==> src/rtl/pong_game_ctrl.sv <==
// pong_game_ctrl
//   Game-flow controller for the pong text overlay. It keeps both player
//   scores, selects which text regions are shown, and freezes or releases
//   the ball graphics between points and between games.
//
// Ports
//   clk          pixel clock (single domain)
//   reset        synchronous, active-high reset
//   refresh_tick one-cycle pulse per frame (start of vertical blank)
//   btn_start    start/serve button, level
//   miss1/miss2  one-cycle miss pulses (miss1 -> player 2 scores, miss2 -> player 1)
//   score1/2     binary scores 0..WIN_SCORE
//   text_en      region mask {logo, score1-digit, score2-digit, over}
//   gra_still    1 = ball frozen at centre
//   ball_reset   one-cycle pulse on every entry into PLAY
//   game_over    high while in OVER
//
// Build option
//   PONG_BTN_EDGE_EN : when defined, btn_start is synchronized (2 flops) and
//   edge-detected so each press gives one start pulse. When undefined, the
//   button level is used directly as start.
module pong_game_ctrl #(
  parameter int unsigned WIN_SCORE    = 9,
  parameter int unsigned DELAY_FRAMES = 120
) (
  input  logic       clk,
  input  logic       reset,
  input  logic       refresh_tick,
  input  logic       btn_start,
  input  logic       miss1,
  input  logic       miss2,
  output logic [3:0] score1,
  output logic [3:0] score2,
  output logic [3:0] text_en,
  output logic       gra_still,
  output logic       ball_reset,
  output logic       game_over
);

  localparam logic [3:0] WIN   = 4'(WIN_SCORE);
  localparam logic [7:0] DELAY = 8'(DELAY_FRAMES);

  typedef enum logic [1:0] {NEWGAME, PLAY, NEWBALL, OVER} state_t;

  logic start;

`ifdef PONG_BTN_EDGE_EN
  logic [1:0] sync_q, sync_d;
  logic       prev_q, prev_d;

  always_comb begin
    sync_d = {sync_q[0], btn_start};
    prev_d = sync_q[1];
  end

  always_ff @(posedge clk) begin
    if (reset) begin
      sync_q <= 2'b00;
      prev_q <= 1'b0;
    end else begin
      sync_q <= sync_d;
      prev_q <= prev_d;
    end
  end

  // Rising edge of the synchronized button: one pulse per press.
  assign start = sync_q[1] & ~prev_q;
`else
  assign start = btn_start;
`endif

  state_t     state_q, state_d;
  logic [7:0] timer_q, timer_d;
  logic [3:0] score1_q, score1_d, score2_q, score2_d;
  logic [3:0] text_en_q, text_en_d;
  logic       gra_still_q, gra_still_d;
  logic       ball_reset_q, ball_reset_d;
  logic       game_over_q, game_over_d;

  logic [3:0] s1_inc, s2_inc, s1_new, s2_new;

  // Saturating increments; the game normally ends before saturation matters.
  assign s1_inc = (score1_q < WIN) ? 4'(score1_q + 4'd1) : score1_q;
  assign s2_inc = (score2_q < WIN) ? 4'(score2_q + 4'd1) : score2_q;
  assign s1_new = miss2 ? s1_inc : score1_q;
  assign s2_new = miss1 ? s2_inc : score2_q;

  always_comb begin
    state_d  = state_q;
    score1_d = score1_q;
    score2_d = score2_q;
    // Free-running frame countdown; a load below overrides a same-cycle tick.
    timer_d  = (refresh_tick && timer_q != 8'd0) ? 8'(timer_q - 8'd1) : timer_q;

    case (state_q)
      NEWGAME: if (start) state_d = PLAY;
      PLAY: begin
        if (miss1 || miss2) begin
          score1_d = s1_new;
          score2_d = s2_new;
          timer_d  = DELAY;
          state_d  = (s1_new == WIN || s2_new == WIN) ? OVER : NEWBALL;
        end
      end
      NEWBALL: if (timer_q == 8'd0 && start) state_d = PLAY;
      OVER: begin
        if (timer_q == 8'd0) begin
          state_d  = NEWGAME;
          score1_d = 4'd0;
          score2_d = 4'd0;
        end
      end
      default: state_d = NEWGAME;
    endcase

    // Outputs are decoded from the next state so they are registered yet
    // change on the same edge as the state.
    text_en_d   = 4'b0110;
    gra_still_d = 1'b1;
    game_over_d = 1'b0;
    case (state_d)
      NEWGAME: text_en_d = 4'b1110;
      PLAY:    gra_still_d = 1'b0;
      OVER: begin
        text_en_d   = 4'b0111;
        game_over_d = 1'b1;
      end
      default: ;
    endcase
    ball_reset_d = (state_d == PLAY) && (state_q != PLAY);
  end

  always_ff @(posedge clk) begin
    if (reset) begin
      state_q      <= NEWGAME;
      timer_q      <= 8'd0;
      score1_q     <= 4'd0;
      score2_q     <= 4'd0;
      text_en_q    <= 4'b1110;
      gra_still_q  <= 1'b1;
      ball_reset_q <= 1'b0;
      game_over_q  <= 1'b0;
    end else begin
      state_q      <= state_d;
      timer_q      <= timer_d;
      score1_q     <= score1_d;
      score2_q     <= score2_d;
      text_en_q    <= text_en_d;
      gra_still_q  <= gra_still_d;
      ball_reset_q <= ball_reset_d;
      game_over_q  <= game_over_d;
    end
  end

  assign score1     = score1_q;
  assign score2     = score2_q;
  assign text_en    = text_en_q;
  assign gra_still  = gra_still_q;
  assign ball_reset = ball_reset_q;
  assign game_over  = game_over_q;

endmodule

==> config.mk <==
export PLATFORM = sky130hd
export DESIGN_NAME = pong_game_ctrl
export DESIGN_NICKNAME = d
export VERILOG_FILES = /design/src/rtl/pong_game_ctrl.sv
export SDC_FILE = /design/constraint.sdc
export NUM_CORES = 1
export LEC_CHECK = 0
export ABC_CLOCK_PERIOD_IN_PS = 4500
export BUFFER_PORTS_ARGS = -buffer_cell sky130_fd_sc_hd__buf_2
export CORE_MARGIN = 5
export CORE_UTILIZATION = 32
export CTS_BUF_LIST = sky130_fd_sc_hd__clkbuf_2 sky130_fd_sc_hd__clkbuf_4 sky130_fd_sc_hd__clkbuf_8
export CTS_CLUSTER_SIZE = 25
export DETAILED_ROUTE_END_ITERATION = 6
export PLACE_DENSITY = 0.49
export SLEW_MARGIN = 40
export SYNTH_ARGS = -nofsm -noshare
export SYNTH_HDL_FRONTEND = slang
export SYNTH_SLANG_ARGS = --single-unit
export TNS_END_PERCENT = 1
==> constraint.sdc <==
create_clock -name clk -period 4.5 [get_ports clk]
set_input_delay 0.675 -clock clk [delete_from_list [all_inputs] [get_ports clk]]
set_output_delay 0.675 -clock clk [all_outputs]
set_load 0.005 [all_outputs]
==> results of run 1 <==
## power by group
group	switching, mW	internal, mW	leakage, nW
Sequential	0.0594	0.247	0.180
Clock	0.0666	0.119	0.0357
Combinational	0.188	0.153	0.342
Total	0.314	0.520	0.558
## worst register-to-register path: stages, from the launching register on
cell     delay, ns
dfxtp_1       0.34
inv_1         0.09
ha_1          0.16
or3b_2        0.51
o31ai_4       0.26
nand2_1       0.15
a22oi_1       0.21
nor2_1        0.06
## area by class of cell
class	instances	area, um2
clock buffer	3	41.3
tap	48	60.1
clock inverter	1	30.0
inverter	8	30.0
sequential	22	440
timing repair buffer	18	90.1
multi-input combinational	103	708
fill	389	2260
## path summary, 6_finish.rpt
path                                  from          to  depth (start not counted)
worst max-delay path            timer_q[0]   score1[2]                          7
worst min-delay path            timer_q[1]  timer_q[1]                          2
worst max register to register  timer_q[0]   score1[2]                          7
worst min register to register  timer_q[1]  timer_q[1]                          2
## cells by family (layout without fill, tap and decap cells)
group	Yosys count	count (layout)
AO/OA/AOI/OAI	32	32
XOR/XNOR	6	6
adder cells (fa/ha/maj)	6	6
buffers and inverters	14	30
flip-flops	22	22
multiplexers	3	3
other	1	2
AND/OR/NAND/NOR	54	54
## registers in the layout, summed over array words and instances, names as in the netlist
| signal | count |
|---|---|
| ball_reset | 1 |
| gra_still | 1 |
| score1 | 4 |
| score2 | 4 |
| state_q | 2 |
| text_en | 2 |
| timer_q | 8 |
## cells in the final DEF (no fill, tap or decap), types with 2 or more instances in the layout
| master | netlist | routed |
|---|---|---|
| nor3_1 | 6 | 6 |
| nand2_1 | 7 | 7 |
| nand3_1 | 2 | 2 |
| ha_1 | 6 | 6 |
| xor2_1 | 3 | 3 |
| dfxtp_1 | 22 | 22 |
| o31ai_1 | 2 | 2 |
| and2_1 | 2 | 2 |
| buf_2 | 0 | 18 |
| a22oi_1 | 4 | 4 |
| mux2i_1 | 2 | 2 |
| a21oi_1 | 9 | 9 |
| or4_1 | 2 | 2 |
| conb_1 | 1 | 2 |
| nand2b_1 | 6 | 6 |
| xnor2_1 | 3 | 3 |
| nor2_1 | 17 | 17 |
| a31oi_1 | 3 | 3 |
| o211ai_1 | 2 | 2 |
| inv_1 | 8 | 8 |
| clkbuf_8 | 0 | 3 |
| o21ai_0 | 2 | 2 |
| a21boi_0 | 2 | 2 |
## metrics by stage
stage	utilization (%)	setup WS (ns)
detailed placement	36.3	2.51
global placement	36.3	2.56
floorplan	-	2.77
CTS	38.2	2.60
finish	38.2	2.60
global route	38.2	2.46
## per-layer routing
metal | global-route usage [%] | routed length [um]
met5 | 0 | 0
met4 | 5.64 | 55
met3 | 2.38 | 90
met2 | 19.8 | 1280
met1 | 12.8 | 1130
==> impl_metrics.toml, run 1 <==
[timing]
fin_crit_ns = 1.90
drv_slew = 0
slew_headroom_pct = 57.9
grt_setup_unrepaired = "no"
tns_ns = 0
worst_pin_slew_ns = 0.630
fmax_mhz = 527
setup_viol = 0
skew_ns = 0.00131
period_share_pct = 42.2
holdWs_ns = 0.527
hold_violations = 0

[floorplan]
die_y_um = 71.5
num_io_pins = 21
die_area_um2 = 5110
die_w_um = 71.5
core-area_um2 = 3660
start_util_pct = 33.0
num_rows = 22

[synthesis]
yosysUniqueCellTypes = 44
yosys.area_share.simple_pct = 25.6
synthXorXnorAreaFrac_pct = 4.35
ys_top_cells_by_count = "22 x dfxtp_1, 17 x nor2_1, 9 x a21oi_1, 8 x inv_1, 7 x nand2_1"
yosys-mux-area-fraction_pct = 2.59
postSynth.asyncResetShare_pct = 0
synth-seq-area-share_pct = 36.4
synth_area_per_cell_um2 = 8.76
synth_top_family_by_area = "simple AND/OR/NAND/NOR gates"
synth-main-ff-cell = "dfxtp_1"
netlist_instances = 138
yosysTopAreaCell = "dfxtp_1"
synth_compound_area_share_pct = 19.3
synth_warnings = 0
synth_area_leaders = "dfxtp_1 36%, ha_1 6.2%, nor2_1 5.3%"
netlist.area_leader.share_pct = 36.4
synth_edf_count = 0
ys_ff_latch = 22
synth_area_um2 = 1210
yosysMostFrequentCell = "dfxtp_1"
synthAdderAreaFrac_pct = 6.21

[detailed_routing]
viasPerCell = 4.97
dr_total_vias = 1009
avgRoutedWirePerCell_um = 12.6
drc = 0
ant_nets = 0
dr.pass1.iters = 4
drtIter0Drc = 16
routed_wirelength_um = 2550

[cts]
postCtsHoldBufs = 0
worst_skew_pair.late_latency_ns = 0.27
ctsResizeCount = 0
cts_tree = "yes"
cts_setup_buffers = 0
clockBufferDepth = 2
cts_root_buf = "clkbuf_8"
numCtsBuffers = 3
htree_levels = 1
numClockSinks = 22
clk_pin_slew_ns = 0.08

[finish]
drive_gt1_share_pct = 20.6
num_antenna_cells = 0
design_area_um2 = 1400
finalNetCount = 168
area_growth_pct = 15.8
fin_cells = 203

[critical_path]
rrSetupSlack_ns = 2.60
critPathMaxStageDelay_ns = 0.51
crit_fanout = 3
worst-setup-path-type = "flip-flop to flip-flop"
cp_cell_sequence = "inv_1, ha_1, or3b_2, o31ai_4, nand2_1, a22oi_1, nor2_1"
crit_required_ns = 4.65
critPathLaunchType = "flip-flop"
slowest_stage = "or3b_2"
endpoint_kind = "flip-flop"
critical-path-top-delay-family = "simple AND/OR/NAND/NOR gates"
path_buf_inv = 1
cp.arrival_ns = 2.05

[placed_design]
port_buffers = 18
gp_congestion = 0.748
placed_cell_area_um2 = 1330
dp_hpwl_um = 2010
dp.cells = 199

[grt]
gr-usage-all-layers_pct = 11.3
grt_pass1_vias = 1028
antenna_found_initial = 0
grt_pass1_wl_um = 4530
grt_max_degree = 21
grt.overflow.total = 0

[power_and_ir_drop]
power_mw = 0.834
peakVddDrop_uv = 316
p_leak_nw = 0.558
powerDensity_nw_per_um2 = 596

[hold_path]
worstHoldPathType = "flip-flop to flip-flop"

[outcome]
status = "finished, final reports clean"

[run]
drv_cap = 0
Power figures use the tool's default switching activity.
==> inputs of run 2 (changes only) <==
--- a/config.mk
+++ b/config.mk
@@ -5,7 +5,8 @@
 export SDC_FILE = /design/constraint.sdc
 export NUM_CORES = 1
 export LEC_CHECK = 0
-export ABC_CLOCK_PERIOD_IN_PS = 4500
+export ABC_AREA = 1
+export ABC_CLOCK_PERIOD_IN_PS = 2000
 export BUFFER_PORTS_ARGS = -buffer_cell sky130_fd_sc_hd__buf_2
 export CORE_MARGIN = 5
 export CORE_UTILIZATION = 32
==> constraint.sdc (replaced) <==
create_clock -name clk -period 2 [get_ports clk]
set_input_delay 0.3 -clock clk [delete_from_list [all_inputs] [get_ports clk]]
set_output_delay 0.3 -clock clk [all_outputs]
set_load 0.005 [all_outputs]
==> impl_metrics.toml, run 2 <==
[cts]
cts_root_buf = "clkbuf_8"
numClockSinks = 22
clockBufferDepth = 2
postCtsHoldBufs = 0
clk_pin_slew_ns = 0.08
cts_setup_buffers = 0
cts_tree = "yes"
ctsResizeCount = 0
htree_levels = 1
numCtsBuffers = 3
worst_skew_pair.late_latency_ns = 0.25

[floorplan]
num_rows = 23
die_w_um = 73.1
core-area_um2 = 3940
die_area_um2 = 5340
start_util_pct = 32.3
num_io_pins = 21
die_y_um = 73.1

[power_and_ir_drop]
powerDensity_nw_per_um2 = 1180
pwr-share-seq_pct = 37.8
p_sw_mw = 0.701
pwr-share-comb_pct = 43.8
clkPwrFrac_pct = 18.3
swShare_pct = 40.8
peakVddDrop_uv = 611
p_leak_nw = 0.694
p_int_mw = 1.02

[timing]
tns_ns = 0
fin_crit_ns = 1.63
hold_violations = 0
holdWs_ns = 0.360
grt_setup_unrepaired = "no"
fmax_mhz = 615
setup_viol = 0
period_share_pct = 81.4
drv_slew = 0
skew_ns = 0.000838

[critical_path]
r2r_cells = 14
critical-path-top-delay-family = "simple AND/OR/NAND/NOR gates"
crit_required_ns = 2.16
rrSetupSlack_ns = 0.37
path_buf_inv = 2
rr_startpoint = "score2[0]"
r2r_end = "text_en[3]"
startpoint = "score2[0]"
crit_path_frequent_cell = "nand2_1"
critPathLaunchType = "flip-flop"
slowest_stage = "dfxtp_1"
crit_end = "text_en[3]"
cp_cell_sequence = "inv_1, ha_1, nand2_1, nand2_2, nand2_1, nand2_1, nor2_1, nand3_1, nand3_1, nand2_1, nand2_2, nand2_1, inv_2, nor2_2"
cp.arrival_ns = 1.79
critPathMaxStageDelay_ns = 0.42
crit_fanout = 6
endpoint_kind = "flip-flop"
worst-setup-path-type = "flip-flop to flip-flop"
worst-path-stages = 14

[detailed_routing]
ant_nets = 0
avgRoutedWirePerCell_um = 9.86
dr_total_vias = 1128
dr.pass1.iters = 4
drc = 0
routed_wirelength_um = 2490
viasPerCell = 4.46
drtIter0Drc = 39

[grt]
grt_max_degree = 13
grt_pass1_vias = 1095
grt_pass1_wl_um = 4570
antenna_found_initial = 0
gr-usage-all-layers_pct = 10.6
grt.overflow.total = 0

[synthesis]
synthXorXnorAreaFrac_pct = 1.38
yosys.area_share.simple_pct = 38.2
yosysTopAreaCell = "dfxtp_1"
ys_top_cells_by_count = "54 x nand2_1, 22 x dfxtp_1, 17 x inv_1, 17 x nor2_1, 12 x nand3_1"
synth_top_family_by_area = "simple AND/OR/NAND/NOR gates"
synth_edf_count = 0
yosys-mux-area-fraction_pct = 0
synth_compound_area_share_pct = 10.5
synthAdderAreaFrac_pct = 5.89
synth_area_leaders = "dfxtp_1 35%, nand2_1 16%, ha_1 5.9%"
synth-main-ff-cell = "dfxtp_1"
synth-seq-area-share_pct = 34.6
synth_area_per_cell_um2 = 6.92
ys_ff_latch = 22
synth_area_um2 = 1270
synth_warnings = 0
yosysUniqueCellTypes = 28
netlist.area_leader.share_pct = 34.6
postSynth.asyncResetShare_pct = 0
netlist_instances = 184
yosysMostFrequentCell = "nand2_1"

[finish]
drive_gt1_share_pct = 24.1
finalNetCount = 216
top_register = "timer_q"
largest_reg_flops = 8
area_growth_pct = 14.5
num_antenna_cells = 0
layout_commonest_cell = "nand2_1"
final_cell_mix = "54 x nand2_1, 22 x dfxtp_1, 18 x buf_2"

[placed_design]
dp_hpwl_um = 1970
gp_congestion = 0.746
port_buffers = 18

[hold_path]
worstHoldPathType = "primary input to flip-flop"

[run]
drv_cap = 0

[outcome]
status = "finished, final reports clean"
[run 2: cell count changes after synthesis, sizes merged, moves of 4 or more]
| cell | change |
|---|---|
| nand2 | +53 |
| inv | +14 |
| nand3 | +12 |
| nor2 | +9 |
| nand2b | -6 |
| o21ai | +5 |
| a22oi | -4 |
| nor3 | -4 |
[run 2: per-layer routing]
layer  track usage [%]  share of wire (%)
met5                 0                  0
met4              3.07               0.68
met3              2.34                3.9
met2              18.5                 50
met1              12.8                 46
[run 2: power groups by stage]
stage	clock (mW)	sequential [mW]	combinational (mW)
CTS	0.334	0.650	0.766
global route	0.347	0.667	0.889
global placement	0	0.662	0.765
finish	0.315	0.649	0.752
detailed placement	0	0.660	0.760
floorplan	0	0.647	0.623
[run 2: kinds of logic (layout without fill, tap and decap cells)]
kind of cell / count (synthesis) / count (layout)
AO/OA/AOI/OAI: 21 / 21
XOR/XNOR: 2 / 2
adder cells (fa/ha/maj): 6 / 6
buffers and inverters: 27 / 45
flip-flops: 22 / 22
other: 1 / 2
AND/OR/NAND/NOR: 105 / 105
[run 2: cell type report]
cell class | instances | area [um2]
fill | 411 | 2480
multi-input combinational | 136 | 721
sequential | 22 | 440
timing repair buffer | 18 | 90.1
inverter | 23 | 90.1
tap | 50 | 62.6
clock buffer | 4 | 55.1
[run 2: worst min-delay path by stage]
stage | depth (start not counted) | slack, ns | startpoint | endpoint
after floorplan | 2 | 0.45 | timer_q[0] | timer_q[0]
after global placement | 2 | 0.46 | timer_q[0] | timer_q[0]
after global routing | 2 | 0.37 | reset | score2[2]
after detailed placement | 2 | 0.46 | timer_q[0] | timer_q[0]
final | 2 | 0.36 | reset | score1[3]
after CTS | 2 | 0.36 | reset | score2[1]
[run 2: metrics by stage]
stage	power [mW]	util, %	worst slack [ns]	cell area [um2]	std cells
global route	1.90	37.0	0.117	1460	253
finish	1.72	37.0	0.373	1460	253
floorplan	1.27	-	0.514	1280	185
global placement	1.43	35.6	0.356	1400	249
CTS	1.75	37.0	0.332	1460	253
detailed placement	1.42	35.6	0.348	1400	249
